`config.mk`:
```
export PLATFORM = sky130hd
export DESIGN_NAME = alu_issue_flat
export DESIGN_NICKNAME = d
export VERILOG_FILES = /design/src/rtl/alu_issue_if.sv /design/src/rtl/alu_issue.sv /design/src/flat_wrapper.sv
export SDC_FILE = /design/constraint.sdc
export NUM_CORES = 1
export LEC_CHECK = 0
export CAP_MARGIN = 30
export CELL_PAD_IN_SITES_DETAIL_PLACEMENT = 0
export CELL_PAD_IN_SITES_GLOBAL_PLACEMENT = 2
export CORE_ASPECT_RATIO = 2
export CORE_UTILIZATION = 37
export DETAILED_ROUTE_END_ITERATION = 12
export PLACE_DENSITY_LB_ADDON = 0.3
export SETUP_SLACK_MARGIN = 0.2
export SLEW_MARGIN = 20
export SYNTH_ARGS = -nofsm -noshare
export SYNTH_HDL_FRONTEND = slang
export SYNTH_SLANG_ARGS = --single-unit
```
`constraint.sdc`:
```
create_clock -name clk -period 3.2 [get_ports clk]
set_clock_uncertainty 0.2 [all_clocks]
set_input_delay 0.32 -clock clk [delete_from_list [all_inputs] [get_ports clk]]
set_output_delay 0.32 -clock clk [all_outputs]
set_load 0.005 [all_outputs]
```
`src/rtl/alu_issue_if.sv`:
```
// Instruction handshake plus the operand/result bus between the issue stage and the ALU.
// The issue stage takes the slave side; the instruction source and the ALU take the master side.
interface alu_issue_if;
    logic        instr_valid;
    logic [15:0] instr;
    logic        instr_ready;
    logic [3:0]  alu_opcode;
    logic        alu_ar_flag;
    logic [15:0] alu_src1;
    logic [15:0] alu_src2;
    logic        alu_out_en;
    logic [15:0] alu_out;
    logic [3:0]  alu_flags;

    modport master (
        output instr_valid, instr, alu_out, alu_flags,
        input  instr_ready, alu_opcode, alu_ar_flag, alu_src1, alu_src2, alu_out_en
    );

    modport slave (
        input  instr_valid, instr, alu_out, alu_flags,
        output instr_ready, alu_opcode, alu_ar_flag, alu_src1, alu_src2, alu_out_en
    );
endinterface

```
`src/rtl/alu_issue.sv`:
```
// Issue/writeback stage in front of the ALU: decodes 16-bit instructions against a 4 x 16
// register file, drives the ALU for ALU_LAT cycles, then writes the result and latches flags.
module alu_issue #(
    parameter int ALU_LAT = 1
) (
    input  logic         clk,
    input  logic         rst,
    alu_issue_if.slave   bus,
    output logic [3:0]   flags,
    output logic         done,
    output logic         err,
    input  logic [1:0]   dbg_sel,
    output logic [15:0]  dbg_data
);

    localparam logic [1:0] ST_IDLE  = 2'd0;
    localparam logic [1:0] ST_ISSUE = 2'd1;
    localparam logic [1:0] ST_WB    = 2'd2;
    localparam logic [1:0] ST_FIN   = 2'd3;

    localparam logic [3:0] OP_LDI = 4'b0001;
    localparam logic [3:0] OP_MOV = 4'b0010;
    localparam logic [3:0] OP_DIV = 4'b0110;

    localparam logic [1:0] LAT_LAST = 2'(ALU_LAT - 1);

    function automatic logic is_alu_op(input logic [3:0] op);
        return (op >= 4'b0011) && (op <= 4'b1011);
    endfunction

    function automatic logic is_illegal_op(input logic [3:0] op);
        return op >= 4'b1100;
    endfunction

    logic [1:0]  state_r;
    logic [1:0]  next_s;
    logic [1:0]  cnt_r;
    logic [15:0] regs_r [4];
    logic [1:0]  rd_r;
    logic        fin_wr_r;
    logic [15:0] fin_data_r;
    logic        ready_r;
    logic        done_r;
    logic        err_r;
    logic [3:0]  flags_r;
    logic [3:0]  opcode_r;
    logic        ar_r;
    logic [15:0] src1_r;
    logic [15:0] src2_r;
    logic        out_en_r;

    logic [3:0]  op_s;
    logic [1:0]  rd_s;
    logic [1:0]  rs_s;
    logic [15:0] src2_s;
    logic        accept_s;
    logic        reject_s;
    logic        issue_s;

    // Field decode of the instruction currently offered; operands come straight from the file.
    always_comb begin
        op_s     = bus.instr[15:12];
        rd_s     = bus.instr[11:10];
        rs_s     = bus.instr[9:8];
        src2_s   = 16'd0;
        if (bus.instr[6]) begin
            src2_s = {10'd0, bus.instr[5:0]};
        end else begin
            src2_s = regs_r[rs_s];
        end
        accept_s = bus.instr_valid & ready_r;
        reject_s = is_illegal_op(op_s) | ((op_s == OP_DIV) & (src2_s == 16'd0));
        issue_s  = is_alu_op(op_s) & ~reject_s;
    end

    // Next-state selection.
    always_comb begin
        next_s = ST_IDLE;
        case (state_r)
            ST_IDLE: begin
                if (accept_s) begin
                    next_s = issue_s ? ST_ISSUE : ST_FIN;
                end else begin
                    next_s = ST_IDLE;
                end
            end
            ST_ISSUE: begin
                if (cnt_r == LAT_LAST) begin
                    next_s = ST_WB;
                end else begin
                    next_s = ST_ISSUE;
                end
            end
            ST_WB:   next_s = ST_IDLE;
            ST_FIN:  next_s = ST_IDLE;
            default: next_s = ST_IDLE;
        endcase
    end

    // State, latency counter and the registered handshake/status outputs.
    always_ff @(posedge clk or negedge rst) begin
        if (!rst) begin
            state_r  <= ST_IDLE;
            cnt_r    <= 2'd0;
            ready_r  <= 1'b0;
            done_r   <= 1'b0;
            err_r    <= 1'b0;
            out_en_r <= 1'b0;
        end else begin
            state_r  <= next_s;
            cnt_r    <= (state_r == ST_ISSUE && next_s == ST_ISSUE) ? cnt_r + 2'd1 : 2'd0;
            ready_r  <= (next_s == ST_IDLE);
            out_en_r <= (next_s == ST_ISSUE) || (next_s == ST_WB);
            done_r   <= (next_s == ST_WB) ||
                        ((state_r == ST_IDLE) && accept_s && !issue_s && !reject_s);
            err_r    <= (state_r == ST_IDLE) && accept_s && reject_s;
        end
    end

    // Per-instruction capture at accept: destination, pending direct write, ALU operands.
    always_ff @(posedge clk or negedge rst) begin
        if (!rst) begin
            rd_r       <= 2'd0;
            fin_wr_r   <= 1'b0;
            fin_data_r <= 16'd0;
            opcode_r   <= 4'd0;
            ar_r       <= 1'b0;
            src1_r     <= 16'd0;
            src2_r     <= 16'd0;
        end else if (state_r == ST_IDLE && accept_s) begin
            rd_r       <= rd_s;
            fin_wr_r   <= ((op_s == OP_LDI) || (op_s == OP_MOV)) && !reject_s;
            fin_data_r <= (op_s == OP_LDI) ? {8'd0, bus.instr[7:0]} : regs_r[rs_s];
            if (issue_s) begin
                opcode_r <= op_s;
                ar_r     <= bus.instr[7];
                src1_r   <= regs_r[rd_s];
                src2_r   <= src2_s;
            end
        end
    end

    // Single write port: ALU result in WB, LDI/MOV data in FIN; flags only from WB.
    always_ff @(posedge clk or negedge rst) begin
        if (!rst) begin
            for (int i = 0; i < 4; i++) begin
                regs_r[i] <= 16'd0;
            end
            flags_r <= 4'd0;
        end else if (state_r == ST_WB) begin
            regs_r[rd_r] <= bus.alu_out;
            flags_r      <= bus.alu_flags;
        end else if (state_r == ST_FIN && fin_wr_r) begin
            regs_r[rd_r] <= fin_data_r;
        end
    end

    assign bus.instr_ready = ready_r;
    assign bus.alu_opcode  = opcode_r;
    assign bus.alu_ar_flag = ar_r;
    assign bus.alu_src1    = src1_r;
    assign bus.alu_src2    = src2_r;
    assign bus.alu_out_en  = out_en_r;
    assign flags           = flags_r;
    assign done            = done_r;
    assign err             = err_r;
    assign dbg_data        = regs_r[dbg_sel];

endmodule

```
`src/flat_wrapper.sv`:
```
// flat-port wrapper written by rule: the top's interface ports become plain ports
module alu_issue_flat 
#(
    parameter int ALU_LAT = 1
)
  (clk, rst, flags, done, err, dbg_sel, dbg_data, bus_instr_valid, bus_instr, bus_alu_out, bus_alu_flags, bus_instr_ready, bus_alu_opcode, bus_alu_ar_flag, bus_alu_src1, bus_alu_src2, bus_alu_out_en);
  alu_issue_if bus_i ();
  input  logic clk;
  input  logic rst;
  output logic [3:0] flags;
  output logic done;
  output logic err;
  input  logic [1:0] dbg_sel;
  output logic [15:0] dbg_data;
  input wire logic [$bits(bus_i.instr_valid)-1:0] bus_instr_valid;
  input wire logic [$bits(bus_i.instr)-1:0] bus_instr;
  input wire logic [$bits(bus_i.alu_out)-1:0] bus_alu_out;
  input wire logic [$bits(bus_i.alu_flags)-1:0] bus_alu_flags;
  output wire logic [$bits(bus_i.instr_ready)-1:0] bus_instr_ready;
  output wire logic [$bits(bus_i.alu_opcode)-1:0] bus_alu_opcode;
  output wire logic [$bits(bus_i.alu_ar_flag)-1:0] bus_alu_ar_flag;
  output wire logic [$bits(bus_i.alu_src1)-1:0] bus_alu_src1;
  output wire logic [$bits(bus_i.alu_src2)-1:0] bus_alu_src2;
  output wire logic [$bits(bus_i.alu_out_en)-1:0] bus_alu_out_en;
  assign bus_i.instr_valid = bus_instr_valid;
  assign bus_i.instr = bus_instr;
  assign bus_i.alu_out = bus_alu_out;
  assign bus_i.alu_flags = bus_alu_flags;
  assign bus_instr_ready = bus_i.instr_ready;
  assign bus_alu_opcode = bus_i.alu_opcode;
  assign bus_alu_ar_flag = bus_i.alu_ar_flag;
  assign bus_alu_src1 = bus_i.alu_src1;
  assign bus_alu_src2 = bus_i.alu_src2;
  assign bus_alu_out_en = bus_i.alu_out_en;
  alu_issue #(.ALU_LAT(ALU_LAT)) u_core (.clk(clk), .rst(rst), .bus(bus_i), .flags(flags), .done(done), .err(err), .dbg_sel(dbg_sel), .dbg_data(dbg_data));
endmodule
```
=== After elaboration in Yosys (flattened, before gate mapping) ===
Cells that the tools add are included.

* Word-level logic and storage cells: 87
* Input bits: 41
* Register bits after elaboration: 132

* Reductions and logical operators: 21
* Bitwise operators: 9
* Magnitude comparators: 8
* Add/sub/neg operators: 1
* Multiplexer cells: 22
* Eq/ne operators: 8

{| class="wikitable"
|+ Operators with widths
! operator !! count
|-
| 16-bit 2-to-1 mux || 9
|-
| 64-bit bitwise mux || 2
|-
| 64-bit 2-to-1 mux || 2
|-
| 16-bit binary-select mux with 2-bit select || 3
|-
| 16-bit demux with 2-bit select || 1
|-
| 16-bit logical NOT || 1
|-
| 3-bit greater-or-equal comparator, second input constant || 4
|-
| 2-bit inverter with 3-bit output || 4
|-
| 1-bit logical AND || 9
|-
| 2-bit 2-to-1 mux || 4
|-
| 2-bit equality test, second input constant || 3
|-
| 2-bit logical NOT || 3
|-
| 2-bit case mux with 3 select lines || 1
|-
| 2-bit by 1-bit equality test with 1-bit output, second input constant || 2
|-
| 4-bit by 1-bit equality test with 1-bit output, second input constant || 1
|-
| 4-bit by 2-bit equality test with 1-bit output, second input constant || 1
|-
| 4-bit by 3-bit equality test with 1-bit output, second input constant || 1
|-
| 4-bit by 2-bit greater-or-equal comparator with 1-bit output, second input constant || 1
|-
| 4-bit greater-or-equal comparator, second input constant || 1
|-
| 4-bit <= comparator, second input constant || 1
|-
| 1-bit bitwise AND || 3
|-
| 1-bit logical OR || 3
|-
| 3-bit by 1-bit < comparator with 1-bit output, second input constant || 1
|-
| 2-bit by 1-bit adder with 2-bit output, second input constant || 1
|-
| other kinds (6) || 7
|}

=== Logic depth before layout (Yosys ltp) ===
Gate-level depths: netlist of the first run.

* Word-level depth: 16
* Depth in mapped cells: 11

=== Least setup slack after synthesis of the first run ===
Ideal clock, no wire load.

* Kind: input-to-reg
* From: input bus_instr[9]
* To: register u_core.ar_r (netlist: u_core.bus.alu_ar_flag)
* Setup time: 0.125 ns
* Data required time: 2.875 ns
* Stages on the path: 9
* Path buffers: 3
* Arrival: 2.593 ns
* Setup slack: 0.282 ns
* Cell sequence: clkbuf_1 > buf_2 > mux4_1 > or4_1 > nor4_2 > o221ai_2 > nand4_4 > buf_12 > mux2_4

* Word-level cells in the longest chain between the ends: 11

{| class="wikitable"
|+ Ends and longest elaborated chain
! element !! line !! text
|-
| start: declaration || flat_wrapper.sv:16 || <nowiki>input wire logic [$bits(bus_i.instr)-1:0] bus_instr;</nowiki>
|-
| 2-bit inverter with 3-bit output (not written as such) || alu_issue.sv:69 || <nowiki>src2_s = regs_r[rs_s];</nowiki>
|-
| 16-bit binary-select mux with 2-bit select || alu_issue.sv:69 ||
|-
| 16-bit 2-to-1 mux (not written as such) (2 in a row) || alu_issue.sv:69 ||
|-
| 16-bit 2-to-1 mux || alu_issue.sv:66 || <nowiki>if (bus.instr[6]) begin</nowiki>
|-
| 16-bit logical NOT || alu_issue.sv:72 || <nowiki>reject_s = is_illegal_op(op_s) | ((op_s == OP_DIV) & (src2_s == 16'd0));</nowiki>
|-
| 1-bit bitwise AND || alu_issue.sv:72 ||
|-
| 1-bit bitwise OR || alu_issue.sv:72 ||
|-
| 1-bit inverter || alu_issue.sv:73 || <nowiki>issue_s = is_alu_op(op_s) & ~reject_s;</nowiki>
|-
| 1-bit bitwise AND || alu_issue.sv:73 ||
|-
| 2-bit AND reduction (no line) || n/a ||
|-
| end signal: assignment || alu_issue.sv:136 || <nowiki>ar_r <= bus.instr[7];</nowiki>
|-
| end: declaration || alu_issue.sv:47 || <nowiki>logic ar_r;</nowiki>
|}

Every way passes these cells. The select of a mux whose other input is x is not followed.
A chain may end at the register's enable or synchronous reset.

=== Worst setup path in the final report of the first run ===
* From: register u_core.regs_r[23] (netlist bit)
* To: register u_core.src2_r[14] (netlist: u_core.bus.alu_src2[14])

* Word-level cells in the longest chain between the ends: 10

{| class="wikitable"
|+ Ends and longest elaborated chain
! element !! line !! text
|-
| start: declaration || alu_issue.sv:38 || <nowiki>logic [15:0] regs_r [4];</nowiki>
|-
| start signal: indexed assignment || alu_issue.sv:151 || <nowiki>regs_r[rd_r] <= bus.alu_out;</nowiki>
|-
| start signal: indexed assignment || alu_issue.sv:154 || <nowiki>regs_r[rd_r] <= fin_data_r;</nowiki>
|-
| 16-bit binary-select mux with 2-bit select || alu_issue.sv:69 ||
|-
| 16-bit 2-to-1 mux (not written as such) (2 in a row) || alu_issue.sv:69 ||
|-
| 16-bit 2-to-1 mux || alu_issue.sv:66 ||
|-
| 16-bit logical NOT || alu_issue.sv:72 ||
|-
| 1-bit bitwise AND || alu_issue.sv:72 ||
|-
| 1-bit bitwise OR || alu_issue.sv:72 ||
|-
| 1-bit inverter || alu_issue.sv:73 ||
|-
| 1-bit bitwise AND || alu_issue.sv:73 ||
|-
| 2-bit AND reduction (no line) || n/a ||
|-
| end signal: assignment || alu_issue.sv:138 || <nowiki>src2_r <= src2_s;</nowiki>
|-
| end: declaration || alu_issue.sv:49 || <nowiki>logic [15:0] src2_r;</nowiki>
|}

Every way passes these cells. The select of a mux whose other input is x is not followed.

==> metrics.txt, run 1 <==
TritonCTS clock tree done; H-Tree Depth 4; worst rel slew slack a little under half; Final ANT Viol Nets 0; Worst-path clk slew 0.06 ns; post-synthesis sequential area ratio between 40% and 50%; die width just under 100 µm; DRC viols 0; synth unique cells 37; Critical Path End Type register; Port-buffer cells 101; WP data arrival between 3 and 4 ns; leak pwr around 0.004 µW; r2r startpoint u_core.regs_r[23]; PwrDens 987 mW/mm²; n_diodes 0; Final Critical Period roughly 3 ns; Max Root-Sink Buffers 2; grt ovf 0; via count 4,934; number of CTS-inserted buffers 17; Final Max Tran Viols 0; flops & latches, synth approximately 130; Final nets between 700 and 800; CP Class reg2reg; critical path launch point type register; full die area 0.0187 mm²; CP max FO 5; Synth Instances 537; maximum VDD drop roughly 480 µV; Worst EP required 3.31 ns; Max-cap violations 0; Skew-Pair Late Insertion Delay approximately 0.43 ns; largest net degree at the start of global routing 94; FMAX between 300 and 400 MHz; I/O Pins ~100; vias in the first global route between 5,000 and 6,000; Fin Setup TNS 0 ns; Final GP Congestion 0.804; RSZ-0062 raised after global routing yes; row count 69; status finished clean; first-pass GRT wire length about 30 mm; syn nets 582; ys flop type dfrtp_1; hpwl dp ~14 mm; GRT Total Usage between 20% and 30%; starting density of the core between 30% and 40%; # clock sinks ~130; DRT Pass-1 Iters 4; Post-Syn Area ~0.0067 mm²; worst hold margin ~0.21 ns; Syn. warnings 0; Synth Area per Inst roughly 12 µm²; Slew @ Worst Pin roughly 0.79 ns; Worst Hold Class in2async; initial DRC count approximately 250; initial antenna violation count 0; final hold violations 0; Setup-failing EPs final 0; share of cells above drive strength 1 between 20 and 30%; part of the cycle the worst path needs a little over nine tenths; number of synthesized flops with an enable pin 0; Via-to-Cell Ratio between 5 and 6; Clk Tree Root Cell clkbuf_16; Post-synth ARST share 100%; core box area around 0.018 mm²; routed wire length 20.0 mm; Chip Height 192 µm; CP startpoint u_core.regs_r[23]; Wirelength per Cell approximately 22 µm; area grow syn2layout 34.8%
-- cell usage in the layout, fill, tap and decap left out, types with 11 or more instances in the layout --
cell type	Yosys	routed
a21oi_1	24	23
mux2_2	15	12
mux2_4	30	33
buf_4	0	52
o21ai_0	61	61
mux2i_1	28	28
nor2b_1	11	11
nor2_1	33	33
clkbuf_16	0	18
mux4_2	37	41
clkdlybuf4s50_1	0	99
dfrtp_1	132	132
nand2_1	72	72
-- layer usage --
metal | GRT usage, % | routed length, µm | vias up
met3 | 3.98 | 675 | 39
met2 | 42.7 | 11600 | 143
met1 | 22.6 | 6730 | 2503
met4 | 14.9 | 1050 | 0
met5 | 0 | 0 | -
li1 | - | - | 2249
-- synth_stat cells (2+ instances only) --
master,n,share of area (%)
nand2_1,72,4.0
a21oi_1,24,1.8
nor3b_1,3,0.34
buf_12,3,0.90
a211o_1,2,0.26
mux2i_1,28,4.2
and3_1,3,0.28
nor2_1,33,1.8
mux2_4,30,6.7
a211oi_1,3,0.34
buf_1,3,0.17
inv_1,6,0.34
or4_1,2,0.22
nor2b_1,11,1.0
a31oi_1,2,0.19
a22o_1,8,1.0
mux2_2,15,2.5
buf_2,2,0.15
ha_1,4,0.75
nand3_1,4,0.30
mux4_1,7,2.7
o21ai_0,61,4.6
dfrtp_1,132,49
clkbuf_1,28,1.6
nor3_1,3,0.22
mux4_2,37,12
-- critical path, cell delays in order, from the launching register on --
cell and delay (ns):
dfrtp_1 0.40, mux4_2 0.48, or4_4 0.56, nor4_4 0.28, o221ai_2 0.20, nand4_4 0.22
buf_12 0.15, clkbuf_16 0.14, mux2_4 0.29
-- power breakdown --
part | leakage [µW] | total [µW] | switching (µW) | internal (µW)
registers | 0.00157 | 3160 | 672 | 2490
clock network | 0.000243 | 1800 | 787 | 1010
logic | 0.00220 | 3950 | 1630 | 2320
-- worst paths after layout --
path,to,slack [ns],cells after the start
setup / recovery,u_core.bus.alu_src2[14],0.17,8
min in group clk,u_core.fin_data_r[6],0.28,2
hold reg to reg,u_core.fin_data_r[6],0.28,2
setup reg to reg,u_core.bus.alu_src2[14],0.17,8
hold / removal,u_core.bus.alu_opcode[2],0.21,2
max in group asynchronous,u_core.regs_r[3],1.68,3
-- sequential cells by signal, summed over array words and instances, names as in the netlist, 2 cells and up --
name	flops
u_core.rd_r	2
u_core.fin_data_r	16
u_core.regs_r	64
u_core.state_r	2
u_core.bus.alu_src2	16
u_core.bus.alu_src1	16
u_core.bus.alu_opcode	4
u_core.flags	4
u_core.cnt_r	2
-- timing repair --
item                       in CTS  in global routing
pin swaps                       3                  6
resized for setup              10                 10
setup buffers                  10                 10
gates cloned                    3                  1
setup endpoints to repair      41                 39
hold buffers                    1                  0
hold endpoints to repair       39                  0
-- layout make-up --
class	instances	area, µm²
Timing Repair Buffer	165	1670
Multi-Input combinational cell	362	3220
Clock inverter	14	105
Clock buffer	18	439
Inverter	6	22.5
Tap cell	213	267
Sequential cell	132	3300
Fill cell	1541	8670
-- kinds of logic after synthesis --
group | share of synthesized area (%)
buf+inv | 3.29
compound gates | 8.78
fa+ha+maj | 0.747
simple gates | 9.12
flops | 49.3
xor+xnor | 0.131
mux | 28.6
-- per-stage QoR --
step                      setup slack (ns)  power [µW]  std cells  util, %  cell area (µm²)
final                                0.170        8910        910     51.0             9030
after global routing                0.0758        9460        910     51.0             9030
after CTS                            0.156        8900        899     50.3             8910
after detailed placement            -0.569        6920        853     46.1             8150
after global placement              -0.565        6790        853     46.1             8150
after floorplan                      0.282        5050        537        -             6700
(Power assumes the default switching activity.)
==> run 2: changes to the inputs <==
--- a/config.mk
+++ b/config.mk
@@ -5,7 +5,7 @@
 export SDC_FILE = /design/constraint.sdc
 export NUM_CORES = 1
 export LEC_CHECK = 0
-export CAP_MARGIN = 30
+export CAP_MARGIN = 40
 export CELL_PAD_IN_SITES_DETAIL_PLACEMENT = 0
 export CELL_PAD_IN_SITES_GLOBAL_PLACEMENT = 2
 export CORE_ASPECT_RATIO = 2
==> results of run 2 <==
Final layout, timing and power as in run 1 (identical DEF).
==> run 3: changes to the inputs <==
--- a/config.mk
+++ b/config.mk
@@ -5,10 +5,10 @@
 export SDC_FILE = /design/constraint.sdc
 export NUM_CORES = 1
 export LEC_CHECK = 0
+export ABC_AREA = 0
 export CAP_MARGIN = 40
 export CELL_PAD_IN_SITES_DETAIL_PLACEMENT = 0
 export CELL_PAD_IN_SITES_GLOBAL_PLACEMENT = 2
-export CORE_ASPECT_RATIO = 2
 export CORE_UTILIZATION = 37
 export DETAILED_ROUTE_END_ITERATION = 12
 export PLACE_DENSITY_LB_ADDON = 0.3
==> run 3 against run 2 <==
Combinational power is 1% lower. Critical path type unchanged. Maximum frequency is 2.7% lower. Setup slack worse by 0.084 ns. Largest power group unchanged. Hold slack better by 0.047 ns. Largest cell class unchanged. Sequential cell count stayed put. Routed wire length is 5.5% lower. Register-to-register slack worse by 0.08 ns. Critical endpoint is now u_core.bus.alu_src1[9]. Die area is 0.17% lower. Count of clock-buffer cells in the layout is 8 higher. Highest routed layer unchanged. Sequential share of layout area hardly changed. Global-route usage is 1.1 points lower.
==> metrics.txt, run 3 (synthesized netlist as in run 1, its figures left out) <==
I/O Pins 102 (unchanged); slowest CP cell or4_4; critical path launch point type register; Critical Path End Type register; commonest non-fill, non-tap cell in the layout dfrtp_1; Chip Height 137 µm (-29%); DRC viols 0 (unchanged); initial DRC count 354 (+39%); Final GP Congestion 0.810 (+0.75%); maximum VDD drop 455 µV (-4.9%); PwrDens 990 mW/mm² (+0.25%); status finished clean; share of cells above drive strength 1 26.4% (-1.6 points); GRT Total Usage 21.6% (-1.1 points); CP Class reg2reg; worst path bufs/invs 3 (+1); worst rel slew slack 52.0% (+4.9 points); Clk Tree Root Cell clkbuf_16; CP most frequent cell buf_4; leak pwr 0.00404 µW (+0.78%); max reg flops 64 (unchanged); Skew-Pair Late Insertion Delay 0.42 ns (about the same); grt ovf 0 (unchanged); RSZ-0062 raised after global routing yes; area grow syn2layout 34.6%; placed instance area 0.00821 mm² (+0.74%); register with the most flip-flops u_core.regs_r; via count 4,973 (+0.79%); full die area 0.0186 mm² (-0.17%); largest net degree at the start of global routing 79 (-16%); die width 137 µm (+41%); hpwl dp 12.8 mm (-8.6%); crit path cell chain mux4_2 > or4_4 > nor4_4 > buf_4 > o221ai_4 > nand4_4 > buf_4 > buf_12 > mux2_4; vias in the first global route 4,970 (-6.5%); final hold violations 0 (unchanged); CP max FO 10 (+5); Design Area, Final 0.00902 mm² (-0.12%); H-Tree Depth 4 (unchanged); Final nets 730 (+0.14%); Worst EP required 3.30 ns (about the same); Final Max Tran Viols 0 (unchanged); Final Non-Filler Cells 922 (+1.3%); n_diodes 0 (unchanged); most frequent cells in the layout dfrtp_1, clkdlybuf4s50_1, nand2_1; Port-buffer cells 101 (unchanged); DRT Pass-1 Iters 5 (+1); TritonCTS clock tree done; Setup-failing EPs final 0 (unchanged); reg-to-reg slack, setup 0.09 ns (-0.08 ns); Final ANT Viol Nets 0 (unchanged); Post-Route Utilization 51.6% (+0.58 points); Worst-path clk slew 0.06 ns (about the same); core box area 0.0175 mm² (-1.3%); Max-cap violations 0 (unchanged); part of the cycle the worst path needs 97.3% (+2.6 points); Wirelength per Cell 20.5 µm (-6.7%); WP data arrival 3.22 ns (+0.08 ns); routed wire length 18.9 mm (-5.5%); FMAX 321 MHz (-2.7%); Post-Place Cells 871 (+2.1%); Max Root-Sink Buffers 2 (unchanged); Fin Setup TNS 0 ns (unchanged); row count 48 (-30%); Critical Path Max Stage Delay 0.57 ns (about the same); Slew @ Worst Pin 0.718 ns (-0.0749 ns); starting density of the core 38.3% (+0.48 points); Via-to-Cell Ratio 5.39 (-0.52%); Final Critical Period 3.11 ns (+0.0842 ns); initial antenna violation count 0 (unchanged); # clock sinks 132 (unchanged); number of CTS-inserted buffers 17 (unchanged); Crit path max-delay family simple AND/OR/NAND/NOR gates; first-pass GRT wire length 29.0 mm (-6.0%); Worst Hold Class in2async
run 3: what timing repair did:
action	4_1_cts	5_1_grt
cloned	2	1
hold buffers	1	0
setup buffers	8	8
setup endpoints to repair	41	39
resized for setup	13	8
pin swaps	2	5
endpoints found under the hold margin	43	0
run 3: per-stage QoR:
step                      setup WS, ns  power (µW)  hold WS [ns]
after detailed placement        -0.598        6820         0.176
after global placement          -0.513        6700         0.169
final                           0.0856        8920         0.261
after floorplan                  0.282        5050        -0.176
after global routing            0.0274        9480         0.304
after CTS                        0.129        8870         0.282
run 3: final timing paths:
path,from,endpoint,depth (start not counted)
max,u_core.regs_r[56],u_core.bus.alu_src1[9],9
min,rst,u_core.flags[2],2
max reg2reg,u_core.regs_r[56],u_core.bus.alu_src1[9],9
min reg2reg,u_core.fin_wr_r,u_core.fin_wr_r,2
max in group asynchronous,rst,u_core.regs_r[4],3
min in group clk,u_core.fin_wr_r,u_core.fin_wr_r,2
run 3: power breakdown:
group / leakage, µW / switching [µW] / total [µW] / internal, µW
Combinational: 0.00220 / 1570 / 3910 / 2340
Clock: 0.000272 / 688 / 1870 / 1180
Sequential: 0.00157 / 654 / 3140 / 2490
Total: 0.00404 / 2910 / 8920 / 6010
run 3: routing by layer:
metal  global-route usage, %  vias to the layer above  routed length (µm)
li1                        -                     2257                   -
met1                    29.8                     2511                8590
met2                    33.8                      182                8910
met3                    4.81                       23                1150
met4                    6.85                        0                 296
met5                       0                        -                   0
run 3: cell type report:
type                            count  area [µm²]
Fill cell                        1508        8460
Multi-Input combinational cell    362        3220
Inverter                            6        22.5
Timing Repair Buffer              166        1640
Tap cell                          225         282
Clock buffer                       26         479
Sequential cell                   132        3300
Clock inverter                      5        75.1
